## src/rtl/uid_directory_pkg.sv

```systemverilog
// Shared types and constants for the internal-ID <-> user-ID directory.
package uid_directory_pkg;

  localparam int NUM_SLOTS  = 7;
  localparam int ID_W       = 3;
  localparam int DIGITS     = 4;
  localparam int BCD_W      = 4;
  localparam int UID_W      = DIGITS * BCD_W;
  localparam int ADDR_W     = 5;
  localparam int RD_LATENCY = 2;
  localparam int CNT_W      = $clog2(DIGITS);

  localparam logic [ID_W-1:0] GUEST_ID = '0;

  typedef enum logic [2:0] {
    S_IDLE,
    S_COLLECT,
    S_SCAN,
    S_COMMIT,
    S_DONE
  } state_t;

  typedef enum logic {
    M_SEARCH,
    M_ENROLL
  } mode_t;

  function automatic logic is_bcd(input logic [BCD_W-1:0] d);
    return d <= 4'd9;
  endfunction

endpackage

```

## src/rtl/uid_bcd_collector.sv

```systemverilog
// Four-digit BCD keypad shift register; non-decimal keys are dropped.
module uid_bcd_collector
  import uid_directory_pkg::*;
(
  input  logic             clk,
  input  logic             rst,
  input  logic             clear,
  input  logic             en,
  input  logic [BCD_W-1:0] digit,
  input  logic             valid,
  output logic [UID_W-1:0] uid_next,
  output logic             complete
);

  logic [UID_W-1:0] uid;
  logic [CNT_W-1:0] count;
  logic             take;

  assign take     = en && valid && is_bcd(digit);
  assign uid_next = {uid[UID_W-BCD_W-1:0], digit};
  assign complete = take && (count == CNT_W'(DIGITS - 1));

  always_ff @(posedge clk) begin
    if (!rst) begin
      uid   <= '0;
      count <= '0;
    end else if (clear) begin
      uid   <= '0;
      count <= '0;
    end else if (take) begin
      uid   <= uid_next;
      count <= count + 1'b1;
    end
  end

endmodule

```

## src/rtl/uid_directory.sv

```systemverilog
// UID directory: fixed-latency ID->UID read port plus enroll/search FSM
// scanning the table one slot per cycle.
module uid_directory
  import uid_directory_pkg::*;
(
  input  logic              clk,
  input  logic              rst,
  input  logic [ADDR_W-1:0] rdAddr,
  output logic [UID_W-1:0]  rdData,
  input  logic              enrollStart,
  input  logic [BCD_W-1:0]  digitIn,
  input  logic              digitValid,
  output logic              enrollDone,
  output logic [ID_W-1:0]   enrollID,
  output logic              enrollFull,
  output logic              enrollDup,
  input  logic              searchStart,
  input  logic [UID_W-1:0]  searchUID,
  output logic              searchDone,
  output logic              searchHit,
  output logic [ID_W-1:0]   searchID,
  output logic              busy
);

  state_t           state;
  mode_t            mode;
  logic [UID_W-1:0] key;
  logic [ID_W-1:0]  idx;
  logic [UID_W-1:0] entry [NUM_SLOTS+1];
  logic [NUM_SLOTS:0] valid;

  logic [ADDR_W-1:0] rd_addr_q;
  logic              rd_hit;
  logic [ID_W-1:0]   rd_slot;

  logic [UID_W-1:0] uid_next;
  logic             complete;
  logic             match;
  logic             last;
  logic [ID_W-1:0]  free_id;

  uid_bcd_collector u_collector (
    .clk      (clk),
    .rst      (rst),
    .clear    (state == S_IDLE && enrollStart),
    .en       (state == S_COLLECT),
    .digit    (digitIn),
    .valid    (digitValid),
    .uid_next (uid_next),
    .complete (complete)
  );

  assign busy = (state != S_IDLE);

  // Read pipe: address register, then data register.
  assign rd_slot = rd_addr_q[ID_W-1:0];
  assign rd_hit  = (rd_addr_q != '0) &&
                   (rd_addr_q <= ADDR_W'(NUM_SLOTS)) &&
                   valid[rd_slot];

  always_ff @(posedge clk) begin
    if (!rst) begin
      rd_addr_q <= '0;
      rdData    <= '0;
    end else begin
      rd_addr_q <= rdAddr;
      rdData    <= rd_hit ? entry[rd_slot] : '0;
    end
  end

  assign match = valid[idx] && (entry[idx] == key);
  assign last  = (idx == ID_W'(NUM_SLOTS));

  always_comb begin
    free_id = GUEST_ID;
    for (int k = NUM_SLOTS; k >= 1; k--) begin
      if (!valid[k]) free_id = ID_W'(k);
    end
  end

  always_ff @(posedge clk) begin
    if (!rst) begin
      state      <= S_IDLE;
      mode       <= M_SEARCH;
      key        <= '0;
      idx        <= '0;
      valid      <= '0;
      enrollDone <= 1'b0;
      enrollID   <= GUEST_ID;
      enrollFull <= 1'b0;
      enrollDup  <= 1'b0;
      searchDone <= 1'b0;
      searchHit  <= 1'b0;
      searchID   <= GUEST_ID;
      for (int k = 0; k <= NUM_SLOTS; k++) entry[k] <= '0;
    end else begin
      enrollDone <= 1'b0;
      searchDone <= 1'b0;
      unique case (state)
        S_IDLE: begin
          if (enrollStart) begin
            state <= S_COLLECT;
          end else if (searchStart) begin
            mode  <= M_SEARCH;
            key   <= searchUID;
            idx   <= ID_W'(1);
            state <= S_SCAN;
          end
        end
        S_COLLECT: begin
          if (complete) begin
            mode  <= M_ENROLL;
            key   <= uid_next;
            idx   <= ID_W'(1);
            state <= S_SCAN;
          end
        end
        S_SCAN: begin
          if (match) begin
            state <= S_DONE;
            if (mode == M_SEARCH) begin
              searchDone <= 1'b1;
              searchHit  <= 1'b1;
              searchID   <= idx;
            end else begin
              enrollDone <= 1'b1;
              enrollDup  <= 1'b1;
              enrollFull <= 1'b0;
              enrollID   <= idx;
            end
          end else if (last) begin
            if (mode == M_SEARCH) begin
              state      <= S_DONE;
              searchDone <= 1'b1;
              searchHit  <= 1'b0;
              searchID   <= GUEST_ID;
            end else begin
              state <= S_COMMIT;
            end
          end else begin
            idx <= idx + 1'b1;
          end
        end
        S_COMMIT: begin
          state      <= S_DONE;
          enrollDone <= 1'b1;
          enrollDup  <= 1'b0;
          if (free_id != GUEST_ID) begin
            valid[free_id] <= 1'b1;
            entry[free_id] <= key;
            enrollFull     <= 1'b0;
            enrollID       <= free_id;
          end else begin
            enrollFull <= 1'b1;
            enrollID   <= GUEST_ID;
          end
        end
        S_DONE: state <= S_IDLE;
        default: state <= S_IDLE;
      endcase
    end
  end

endmodule

```

## config.mk

```make
export PLATFORM = sky130hd
export DESIGN_NAME = uid_directory
export DESIGN_NICKNAME = d
export VERILOG_FILES = /design/src/rtl/uid_directory_pkg.sv /design/src/rtl/uid_bcd_collector.sv /design/src/rtl/uid_directory.sv
export SDC_FILE = /design/constraint.sdc
export NUM_CORES = 1
export LEC_CHECK = 0
export BUFFER_PORTS_ARGS = -buffer_cell sky130_fd_sc_hd__buf_2
export CAP_MARGIN = 5
export CORE_MARGIN = 5
export CORE_UTILIZATION = 63
export CTS_BUF_LIST = sky130_fd_sc_hd__clkbuf_8
export DETAILED_ROUTE_END_ITERATION = 10
export PLACE_DENSITY_LB_ADDON = 0.25
export SETUP_SLACK_MARGIN = 0.3
export SLEW_MARGIN = 30
export SYNTH_ARGS = -nofsm -noshare
export SYNTH_HDL_FRONTEND = slang
export SYNTH_SLANG_ARGS = --single-unit
export TNS_END_PERCENT = 20
```

## constraint.sdc

```tcl
create_clock -name clk -period 3.5 [get_ports clk]
set_input_delay 0.175 -clock clk [delete_from_list [all_inputs] [get_ports clk]]
set_output_delay 0.175 -clock clk [all_outputs]
set_load 0.005 [all_outputs]
```

* Word level (Yosys, flattened, before mapping)
Memories as Yosys holds them, arrays and structs flattened. A register that Yosys moved wholly into a read port is not among the register bits. Cells that the tools add are included.
Storage, ports and cells: memories 1, logic and storage cells 139, input port bits 30, register bits after elaboration 61, memory bits (writable) 128
Memories:
- entry | words 8, width 16, rd ports 2, clocked after Yosys merged registers in 2, wr ports 8, line uid_directory.sv:29 | logic [UID_W-1:0] entry [NUM_SLOTS+1];
Cells by class: reductions and logical operators 27, add/sub/neg operators 2, eq/ne operators 17, bitwise logic cells 2, order comparisons 6, muxes and demuxes 69
Operator list (count):
- 3-bit 2-to-1 mux | 28
- 16-bit 2-to-1 mux | 4
- 16-bit case mux with 2 select lines | 1
- 1-bit 2-to-1 mux | 26
- 2-bit inequality test (second input constant) | 9
- 16-bit == test | 1
- 16-bit OR reduction | 1
- 3-bit by 4-bit less-than comparator with 1-bit output (second input constant) | 3
- 3-bit case mux with 4 select lines | 1
- 3-bit case mux with 3 select lines | 1
- 3-bit nonzero test | 3
- 1-bit logical AND | 8
- 8-bit OR | 1
- 1-bit case mux with 2 select lines | 4
- 4-bit AND reduction | 2
- 1-bit binary-select mux with 3-bit select | 2
- 3-bit by 2-bit == test with 1-bit output (second input constant) | 2
- 3-bit inequality test (second input constant) | 2
- 3-bit case mux with 2 select lines | 1
- 2-bit AND reduction | 3
- 3-bit AND reduction | 2
- 6-bit AND reduction | 1
- 2-bit nonzero test | 3
- 5-bit by 3-bit less-or-equal comparator with 1-bit output (second input constant) | 1
- other kinds (13) | 13

* Longest topological paths before layout
Gate-level depths: netlist of run 1.
word-level depth 14, gate-level depth with buffers 11, mapped depth without buffers 8

* Cells and area by module
Synthesis of run 1 repeated with hierarchy kept, for this count alone.
Unflattened totals: cells, all modules 791, area, all modules 10161.0 um^2
By module, submodules not included:
- uid_directory | instances 1, cells an instance 721, area an instance 9550.4 um^2
- uid_bcd_collector | instances 1, cells an instance 70, area an instance 610.6 um^2

* Worst setup path before layout of run 1
Ideal clock, no wire load.
path kind reg-to-reg, start reg valid[7], end mem entry[4][0] (netlist bit) (enable), cell stages (with the launch flop) 8, data required time 3.089 ns, path slack 0.665 ns, setup time 0.411 ns, buffers on the path 2, arrival 2.424 ns, cells stage by stage dfxtp_1 > nand2b_1 > nand2_1 > a21boi_0 > o21ai_0 > clkbuf_1 > clkbuf_1 > o21ai_0
RTL lines:
- start: declaration | line uid_directory.sv:30 | logic [NUM_SLOTS:0] valid;
- start signal: assignment | line uid_directory.sv:87 | valid <= '0;
- start signal: indexed assignment | line uid_directory.sv:149 | valid[free_id] <= 1'b1;
- end: declaration | line uid_directory.sv:29

==> impl_metrics.csv, run 1 <==
group,metric,value,unit
status,status,"finished, final reports clean",
cts,numClockSinks,208,
logic_synthesis,synth.cell_area,10000,um^2
sta,report.final.hold_viol_count,0,
cts,tritoncts,"done",
pwr,cellLeakagePower,4.43,nW
drt,detailedRoute.firstPassIterationCount,5,
drt,detailedRoute.firstIterationViolations,583,
logic_synthesis,synth_seq_area_share,54.2,%
min_path,min-delay-start,"searchUID[10]",
finish,fillCellCount,1117,
cts,clock_tree.htree_level_count,2,
critical_path,critical_path_buf_inv_count,1,
sta,clock_skew,0.0138,ns
logic_synthesis,yosysUniqueCellTypes,60,
sta,max_slew.worst_pin.slew,0.700,ns
finish,finish.net_count,906,
run,drv_cap,0,
pwr,vdd.ir_drop.worst,0.449,mV
drt,vias,6732,
cts,post-cts-setup-buffers,0,
sta,final-setup-viol-count,0,
grt,number_of_antenna_violations_at_the_first_check_in_global_routing,0,
floorplanning,core-area,15800,um^2
logic_synthesis,flops_latches_synth,208,
floorplanning,num_rows,46,
pwr,combinational_share_of_power,19.7,%
pwr,design_power_total,6.24,mW
drt,via_to_cell_ratio,6.05,
drt,route.detailed.wl_per_inst,21.6,um
finish,layout-area-overhead-vs-synth,13.5,%
floorplanning,floorplan.die_area,18600,um^2
logic_synthesis,postSynthAreaPerCell,12.9,um^2
sta,fmax,335,MHz
cts,cts_inserted_buffers,35,
placement,gp_routability_congestion,0.883,
cts,worst_skew_pair.late_latency,0.51,ns
cts,cts.path.max_buffers,3,
critical_path,crit_arrival,3.45,ns
drt,routed_wirelength,24000,um
logic_synthesis,synth_async_sr_flop_share,0,%
critical_path,cp_slowest_stage_delay,0.48,ns
finish,num_antenna_cells,0,
grt,grt_pass1_vias,6896,
finish,layout.cells.most_common,"edfxtp_1",
logic_synthesis,yosysWarnings,0,
pwr,power_frac_seq,48.1,%
logic_synthesis,synth_enable_flop_cells,128,
grt,grt_start_max_net_pins,45,
critical_path,critical_path.slowest_cell,"mux4_2",
pwr,pwr-share-clk,32.1,%
pwr,intPower,4.38,mW
finish,final_layout_size_suffix_gt1_share,22.4,%
drt,number_of_remaining_drc_errors,0,
critical_path,worst_setup_path_start_kind,"flop",
grt,first_pass_grt_wire_length,38100,um
sta,rsz0062_at_grt,"true",
critical_path,cp_top_family,"simple AND/OR/NAND/NOR gates",
floorplanning,io_pins,58,
logic_synthesis,postSynth.topFlopCell,"edfxtp_1",
drt,drt.antenna.violating_nets,0,
critical_path,crit_type,"flop to flop",
pwr,net-switching-power,1.85,mW
grt,grt_usage,27.3,%
placement,port-buffer-count,57,
floorplanning,chip_width,136,um
finish,highest_count_cells_in_the_layout_ignoring_fill_and_taps,"edfxtp_1, and2_1, dfxtp_1, mux2i_1, buf_2",
sta,period_needed,2.99,ns
pwr,power_density,547,nW/um^2
critical_path,path_max_fanout,31,
cts,cts.clk_slew.worst_paths,0.06,ns
logic_synthesis,postSynthCellCount,779,
critical_path,cp_cell_sequence,"buf_12, mux2i_1, mux4_2, xnor2_1, or3b_1, nor4_2, a21oi_1, a211oi_2, a31o_1",
sta,max_slew_margin,53.3,%
sta,fin_crit_sh,85.4,%
placement,dp_hpwl,15200,um
critical_path,setup.worst_path.end_class,"flop",
sta,slew_violations,0,
grt,grt_overflow,0,
min_path,hold_class,"primary input to flop",
pwr,switching_share,29.7,%
sta,fin_setup_tns,0,ns
floorplanning,dieHeight,136,um
critical_path,required_time_of_the_worst_setup_path,3.96,ns
floorplanning,initial_utilization,63.7,%
cts,root_buffer,"clkbuf_8",
## metal layers
layer  global-route usage, %  wire [um]
met5                       0          0
met4                    7.95        482
met3                    6.07       1980
met2                    46.0      12300
met1                    35.7       9290
## kinds of logic after synthesis
| logic type | synth area share, % |
|---|---|
| DFF | 54.2 |
| adders and majority gates | 0.374 |
| and+or+nand+nor | 14.4 |
| xor gates and xnor gates | 1.22 |
| other | 0.0373 |
| buffers and inverters | 2.89 |
| AOI/OAI and AO/OA | 6.19 |
| muxes | 20.7 |
## worst reg2reg max path, cell delays in order (launching register included)
cell,delay [ns]
dfxtp_1,0.35
buf_12,0.25
mux2i_1,0.12
mux4_2,0.48
xnor2_1,0.18
or3b_1,0.41
nor4_2,0.40
a21oi_1,0.29
a211oi_2,0.32
a31o_1,0.14
## power by group through the flow
stage / Sequential [mW] / Clock, mW / Combinational, mW
after global placement: 3.03 / 0 / 1.18
after CTS: 3.00 / 2.04 / 1.23
after detailed placement: 3.05 / 0 / 1.21
after floorplan: 2.94 / 0 / 0.963
after global routing: 3.04 / 2.16 / 1.34
final: 3.00 / 2.00 / 1.23
## metrics by stage
stage	std cells	util (%)	worst slack (ns)	instance area, um^2	hold slack [ns]
global placement	1039	67.3	0.523	10600	0.382
CTS	1113	72.3	0.383	11400	0.00515
finish	1113	72.3	0.512	11400	0.0317
detailed placement	1039	67.3	0.409	10600	0.389
floorplan	794	-	0.665	10100	0.302
global route	1113	72.3	0.289	11400	0.0300
## worst paths after layout
check | end | slack, ns | depth (start not counted)
setup / recovery | idx[0] | 0.51 | 9
hold / removal | key[10] | 0.03 | 3
hold reg to reg | u_collector.count[1] | 0.46 | 2
setup reg to reg | idx[0] | 0.51 | 9
## sequential cells by signal, indices dropped and copies added, names as in the netlist, 2 cells and up, named ones only
signal / count
idx: 3
u_collector.count: 2
rd_addr_q: 5
rdData: 16
key: 16
state: 3
enrollID: 3
u_collector.uid: 12
valid: 8
searchID: 3
entry: 128
## cell usage after synthesis, types with 2 or more instances
library cell | n | area share, %
edfxtp_1 | 128 | 38
and2_1 | 104 | 6.5
dfxtp_1 | 80 | 16
mux2i_1 | 65 | 6.5
mux4_2 | 54 | 12
nand2_1 | 53 | 2.0
nor2_1 | 53 | 2.0
clkbuf_1 | 32 | 1.2
a21oi_1 | 26 | 1.3
and3_1 | 19 | 1.2
o21ai_0 | 19 | 0.95
a211oi_1 | 17 | 1.3
nand3_1 | 10 | 0.50
xnor2_1 | 9 | 0.78
inv_1 | 8 | 0.30
a21o_1 | 7 | 0.52
buf_1 | 7 | 0.26
buf_6 | 7 | 0.78
mux2_2 | 7 | 0.78
mux4_1 | 5 | 1.3
nor3_1 | 5 | 0.25
xor2_1 | 5 | 0.44
a22o_1 | 4 | 0.35
buf_2 | 4 | 0.20
nand4_1 | 4 | 0.25
ha_1 | 3 | 0.37
o22ai_1 | 3 | 0.19
a21boi_0 | 2 | 0.15
a31o_1 | 2 | 0.17
buf_4 | 2 | 0.15
nand2b_1 | 2 | 0.12
nor2b_1 | 2 | 0.12
nor3_2 | 2 | 0.20
nor4_1 | 2 | 0.12
or3_1 | 2 | 0.12
## final cells by class
type / count / area (um^2) / area share (%)
clock inverters: 20 / 81.3 / 0.713
clock buffers: 41 / 564 / 4.95
well taps: 216 / 270 / 2.37
multi-input cells: 526 / 4380 / 38.4
inverters: 8 / 30.0 / 0.263
repair buffers: 94 / 633 / 5.55
flip-flops and latches: 208 / 5450 / 47.8
## repair_timing
action / in CTS / in global routing
hold buffers: 13 / 0
endpoints found under the hold margin: 13 / 0
gates resized for setup: 0 / 1
setup endpoints to repair: 0 / 7
No activity file was read; power rests on OpenSTA's default activity.
==> run 2: changes to the inputs <==
- CAP_MARGIN: 5 -> 20
- CORE_ASPECT_RATIO: default -> 2
==> impl_metrics.csv, run 2 (synthesis gave the netlist of run 1 again) <==
group,metric,value,unit
finish,largest_register_ff_count,128,
sta,max_slew_margin,49.5,%
finish,registers_with_the_highest_flip_flop_counts,"entry: 128 flops, key: 16 flops, rdData: 16 flops",
run,drv_cap,0,
min_path,hold-path-endpoint,"key[14]",
min_path,hold_class,"primary input to flop",
sta,fin_setup_tns,0,ns
grt,grt_overflow,0,
min_path,min_delay_path_depth,3,
drt,routed_wirelength,25800,um
finish,largest-register,"entry",
grt,number_of_antenna_violations_at_the_first_check_in_global_routing,0,
cts,numClockSinks,208,
sta,clock_skew,0.0316,ns
drt,vias,6873,
min_path,min-delay-start,"searchUID[14]",
sta,fmax,326,MHz
critical_path,cp_cell_sequence,"buf_12, mux2i_1, mux4_2, xnor2_1, or3b_1, nor4_2, a21oi_1, a211oi_2, a31o_1",
critical_path,critical_path_buf_inv_count,1,
pwr,vdd.ir_drop.worst,0.518,mV
drt,detailedRoute.firstPassIterationCount,5,
sta,final-setup-viol-count,0,
drt,number_of_remaining_drc_errors,0,
floorplanning,floorplan.die_area,18700,um^2
sta,max_slew.worst_pin.slew,0.758,ns
cts,root_buffer,"clkbuf_8",
critical_path,crit_type,"flop to flop",
drt,via_to_cell_ratio,6.21,
drt,route.detailed.wl_per_inst,23.4,um
finish,num_antenna_cells,0,
grt,grt_pass1_vias,7457,
critical_path,depth_of_the_worst_register_to_register_path,9,
grt,grt_start_max_net_pins,45,
critical_path,required_time_of_the_worst_setup_path,3.98,ns
pwr,cellLeakagePower,4.45,nW
critical_path,cp_slowest_stage_delay,0.50,ns
drt,detailedRoute.firstIterationViolations,564,
finish,highest_count_cells_in_the_layout_ignoring_fill_and_taps,"edfxtp_1, and2_1, dfxtp_1, mux2i_1, buf_2",
finish,final_layout_size_suffix_gt1_share,22.4,%
finish,layout-area-overhead-vs-synth,13.6,%
critical_path,crit_arrival,3.55,ns
critical_path,cp_top_family,"simple AND/OR/NAND/NOR gates",
critical_path,setup.worst_path.end_class,"flop",
finish,finish.net_count,915,
cts,cts.path.max_buffers,3,
floorplanning,core-area,15700,um^2
cts,cts_inserted_buffers,29,
floorplanning,initial_utilization,64.0,%
sta,timing.final.ws_setup,0.431,ns
sta,fin_crit_sh,87.7,%
critical_path,worst_setup_path_start_kind,"flop",
floorplanning,num_rows,65,
placement,dp_hpwl,16900,um
drt,drt.antenna.violating_nets,0,
sta,report.final.hold_viol_count,0,
placement,gp_routability_congestion,0.960,
critical_path,path_max_fanout,11,
grt,first_pass_grt_wire_length,40500,um
status,status,"finished, final reports clean",
cts,worst_skew_pair.late_latency,0.57,ns
floorplanning,io_pins,58,
finish,layout.cells.most_common,"edfxtp_1",
floorplanning,chip_width,99.3,um
cts,post-cts-setup-buffers,0,
cts,cts.clk_slew.worst_paths,0.07,ns
critical_path,critical_path.slowest_cell,"dfxtp_2",
sta,rsz0062_at_grt,"true",
critical_path,regToRegSetupSlack,0.43,ns
placement,port-buffer-count,57,
sta,period_needed,3.07,ns
cts,tritoncts,"done",
pwr,design_power_total,5.98,mW
floorplanning,dieHeight,189,um
sta,slew_violations,0,
placement,preCtsSetupSlack,0.314,ns
cts,clock_tree.htree_level_count,1,
pwr,power_density,524,nW/um^2
grt,grt_usage,28.4,%
-- run 2: cell count changes in the layout (fill, tap and decap cells not counted), moves of 3 or more --
cell,previous run,this run
clkbuf_8,41,31
clkinv_2,2,5
dlygate4sd3_1,13,23
buf_4,21,26
-- run 2: timing repair --
item | CTS | global route
gates cloned | 0 | 0
resized for setup | 2 | 1
endpoints found under the setup margin | 7 | 7
endpoints found under the hold margin | 23 | 0
hold buffers | 23 | 0
pin swaps | 0 | 0
-- run 2: power by group --
group          switching (mW)  internal (mW)
combinational           0.674          0.573
clock                   0.893          0.824
sequential              0.256           2.76
total                    1.82           4.16
-- run 2: area by class of cell --
| type | instances | area (um^2) |
|---|---|---|
| clock buffer | 31 | 427 |
| clock inverter | 23 | 104 |
| fill | 1031 | 4280 |
| inverter | 8 | 30.0 |
| multi-input combinational | 526 | 4380 |
| sequential | 208 | 5450 |
| tap | 201 | 251 |
| timing repair buffer | 109 | 771 |
-- run 2: worst max path at each step --
stage | startpoint | to | slack (ns) | cells past startpoint
final | flop | flop | 0.43 | 9
after global routing | flop | enrollFull | 0.27 | 9
after CTS | flop | flop | 0.35 | 9
after detailed placement | flop | flop | 0.31 | 9
after global placement | flop | flop | 0.39 | 9
after floorplan | valid[7] | entry[4][0] | 0.66 | 7
-- run 2: worst min-delay path, stage by stage --
cell and delay [ns]:
buf_2 0.10, mux2i_1 0.15, a211oi_1 0.09
-- run 2: metrics by stage --
stage / area, um^2 / util (%) / cells / hold slack [ns]
floorplan: 10100 / - / 794 / 0.302
global placement: 10600 / 67.8 / 1029 / 0.382
detailed placement: 10600 / 67.8 / 1029 / 0.386
CTS: 11400 / 72.7 / 1106 / 0.00110
global route: 11400 / 72.7 / 1106 / 0.00725
finish: 11400 / 72.7 / 1106 / 0.00226
-- run 2: per-layer routing --
layer,vias up,wire length (um),share of wire (%),global-route usage [%]
met5,-,0,0,0
met4,0,1420,5.5,14.4
met3,95,1630,6.3,3.96
met2,345,14500,56,53.5
met1,3339,8330,32,29.9
li1,3094,-,-,-
==> run 3: changes to the inputs <==
- SYNTH_HIERARCHICAL: default -> 1
==> impl_metrics.csv, run 3 <==
group,metric,value,unit
pwr,design_power_total,5.13,mW
floorplanning,initial_utilization,64.1,%
logic_synthesis,postSynth.topFlopCell,"edfxtp_1",
grt,grt_pass1_vias,7603,
status,status,"finished, final reports clean",
min_path,hold_class,"primary input to flop",
sta,max_slew.worst_pin.slew,0.901,ns
sta,rsz0062_at_grt,"false",
finish,final_layout_size_suffix_gt1_share,21.5,%
cts,cts.path.max_buffers,3,
floorplanning,io_pins,58,
drt,vias,7036,
floorplanning,core-area,15900,um^2
critical_path,regToRegSetupSlack,0.48,ns
drt,drt.antenna.violating_nets,0,
finish,final-instance-count-excl-fill,1117,
cts,cts_inserted_buffers,29,
finish,layout-area-overhead-vs-synth,13.8,%
finish,largest_register_ff_count,128,
sta,slew_violations,0,
floorplanning,floorplan.die_area,18900,um^2
sta,clock_skew,0.0125,ns
sta,max_slew_margin,39.8,%
critical_path,path_max_fanout,19,
placement,gp_routability_congestion,0.960,
cts,root_buffer,"clkbuf_8",
pwr,vdd.ir_drop.worst,0.395,mV
grt,grt_start_max_net_pins,48,
finish,highest_count_cells_in_the_layout_ignoring_fill_and_taps,"edfxtp_1, and2_1, dfxtp_1, mux2i_1, buf_2",
finish,layout.cells.most_common,"edfxtp_1",
pwr,combinational_share_of_power,11.6,%
finish,finalCoreUtilization,72.9,%
floorplanning,chip_width,99.8,um
logic_synthesis,postSynthAreaPerCell,12.8,um^2
placement,number_of_placed_instances_taps_included,1040,
sta,timing.final.ws_setup,0.476,ns
critical_path,setup.worst_path.end_class,"flop",
sta,report.final.hold_viol_count,0,
logic_synthesis,yosysUniqueCellTypes,66,
sta,fmax,331,MHz
grt,first_pass_grt_wire_length,41100,um
pwr,pwr-share-clk,33.9,%
min_path,min_delay_path_depth,3,
placement,port-buffer-count,57,
critical_path,regToRegEndpoint,"searchID[0]",
pwr,net-switching-power,1.30,mW
drt,detailedRoute.firstIterationViolations,551,
critical_path,depth_of_the_worst_register_to_register_path,8,
pwr,intPower,3.83,mW
cts,cts.clk_slew.worst_paths,0.07,ns
critical_path,crit_arrival,3.45,ns
sta,final-setup-viol-count,0,
floorplanning,num_rows,65,
min_path,min-delay-start,"searchUID[11]",
floorplanning,dieHeight,190,um
critical_path,worst_setup_path_start_kind,"flop",
logic_synthesis,synth.cell_area,10200,um^2
logic_synthesis,yosysWarnings,6,
sta,period_needed,3.02,ns
cts,clock_tree.htree_level_count,1,
logic_synthesis,synth_largest_area_cell,"edfxtp_1",
drt,routed_wirelength,26000,um
pwr,cellLeakagePower,4.37,nW
logic_synthesis,post-synth-top-count-cell,"edfxtp_1",
logic_synthesis,post-synth-top-area-fraction,37.8,%
placement,preCtsSetupSlack,0.326,ns
cts,tritoncts,"done",
logic_synthesis,flops_latches_synth,208,
critical_path,required_time_of_the_worst_setup_path,3.93,ns
sta,fin_worst_hold_slack,0.0123,ns
finish,finish.net_count,926,
placement,place_area,10800,um^2
sta,fin_setup_tns,0,ns
sta,fin_crit_sh,86.4,%
placement,dp_hpwl,17800,um
logic_synthesis,synth_async_sr_flop_share,0,%
finish,finalInstanceArea,11600,um^2
logic_synthesis,postSynthCellCount,791,
logic_synthesis,top_cells_by_count_synth,"edfxtp_1, and2_1, dfxtp_1",
logic_synthesis,synth_enable_flop_cells,128,
pwr,power_frac_seq,54.5,%
logic_synthesis,yosys-top-cells-area,"edfxtp_1, dfxtp_1, mux4_2",
critical_path,crit_type,"flop to flop",
finish,num_antenna_cells,0,
drt,via_to_cell_ratio,6.30,
grt,number_of_antenna_violations_at_the_first_check_in_global_routing,0,
finish,largest-register,"entry",
logic_synthesis,synth_seq_area_share,53.6,%
pwr,switching_share,25.4,%
finish,registers_with_the_highest_flip_flop_counts,"entry: 128 flops, key: 16 flops, rdData: 16 flops",
run,drv_cap,0,
min_path,hold-path-endpoint,"key[11]",
drt,route.detailed.wl_per_inst,23.3,um
cts,worst_skew_pair.late_latency,0.55,ns
grt,grt_usage,28.5,%
pwr,power_density,444,nW/um^2
cts,numClockSinks,208,
drt,detailedRoute.firstPassIterationCount,5,
drt,number_of_remaining_drc_errors,0,
grt,grt_overflow,0,
==> run 3: changes by cell type after synthesis, moves of 5 or more <==
cell and change:
o211ai_1 +5, nand2b_1 +8, xnor2_1 -6, and3_1 -16
and2_1 +16, a21oi_1 -14, nand2_1 -15, o21ai_0 +10
==> run 3: power by group through the flow <==
stage	sequential (mW)	clock, mW	combinational, mW
after floorplan	2.79	0	0.433
after global placement	2.84	0	0.551
after detailed placement	2.85	0	0.567
after CTS	2.79	1.75	0.589
after global routing	2.81	1.89	0.640
final	2.80	1.74	0.596
==> run 3: metal layers <==
metal	part of all wire [%]	vias up	GRT usage, %
met5	0	-	0
met4	5.6	0	15.5
met3	5.2	99	3.67
met2	55	287	53.6
met1	34	3496	29.8
li1	-	3154	-
==> run 3: kinds of logic after synthesis <==
group	synth area share (%)
AO/OA/AOI/OAI	7.11
multiplexers	20.0
buffers and inverters	2.91
flip-flops	53.6
adder cells (fa/ha/maj)	0.369
XOR/XNOR	0.948
other	0.0369
AND/OR/NAND/NOR	15.1
==> run 3: cell type report <==
type	count	area [um^2]
clock buffer	33	454
clock inverter	21	90.1
fill	1086	4290
inverter	8	30.0
multi-input combinational	537	4520
sequential	208	5450
tap	201	251
timing repair buffer	109	768
==> run 3: worst max-delay path, cell delays in order, from the launching register on <==
cell     delay, ns
dfxtp_4       0.40
buf_12        0.19
mux4_1        0.58
mux2i_2       0.19
xor2_1        0.21
nand4_2       0.22
or4_4         0.64
o32a_1        0.37
o31ai_1       0.09
==> run 3: what timing repair did <==
action	CTS	global route
gates resized for setup	0	5
endpoints found under the hold margin	22	0
buffers inserted	0	1
endpoints found under the setup margin	0	26
hold buffers	22	0
==> run 3: worst max path at each step <==
| stage | from | end | slack (ns) | cells past startpoint |
|---|---|---|---|---|
| after global routing | flop | searchID[0] | 0.33 | 8 |
| final | flop | searchID[0] | 0.48 | 8 |
| after global placement | flop | flop | 0.39 | 8 |
| after detailed placement | flop | flop | 0.33 | 7 |
| after floorplan | state[1] | key[10] | 0.36 | 12 |
| after CTS | flop | flop | 0.31 | 8 |
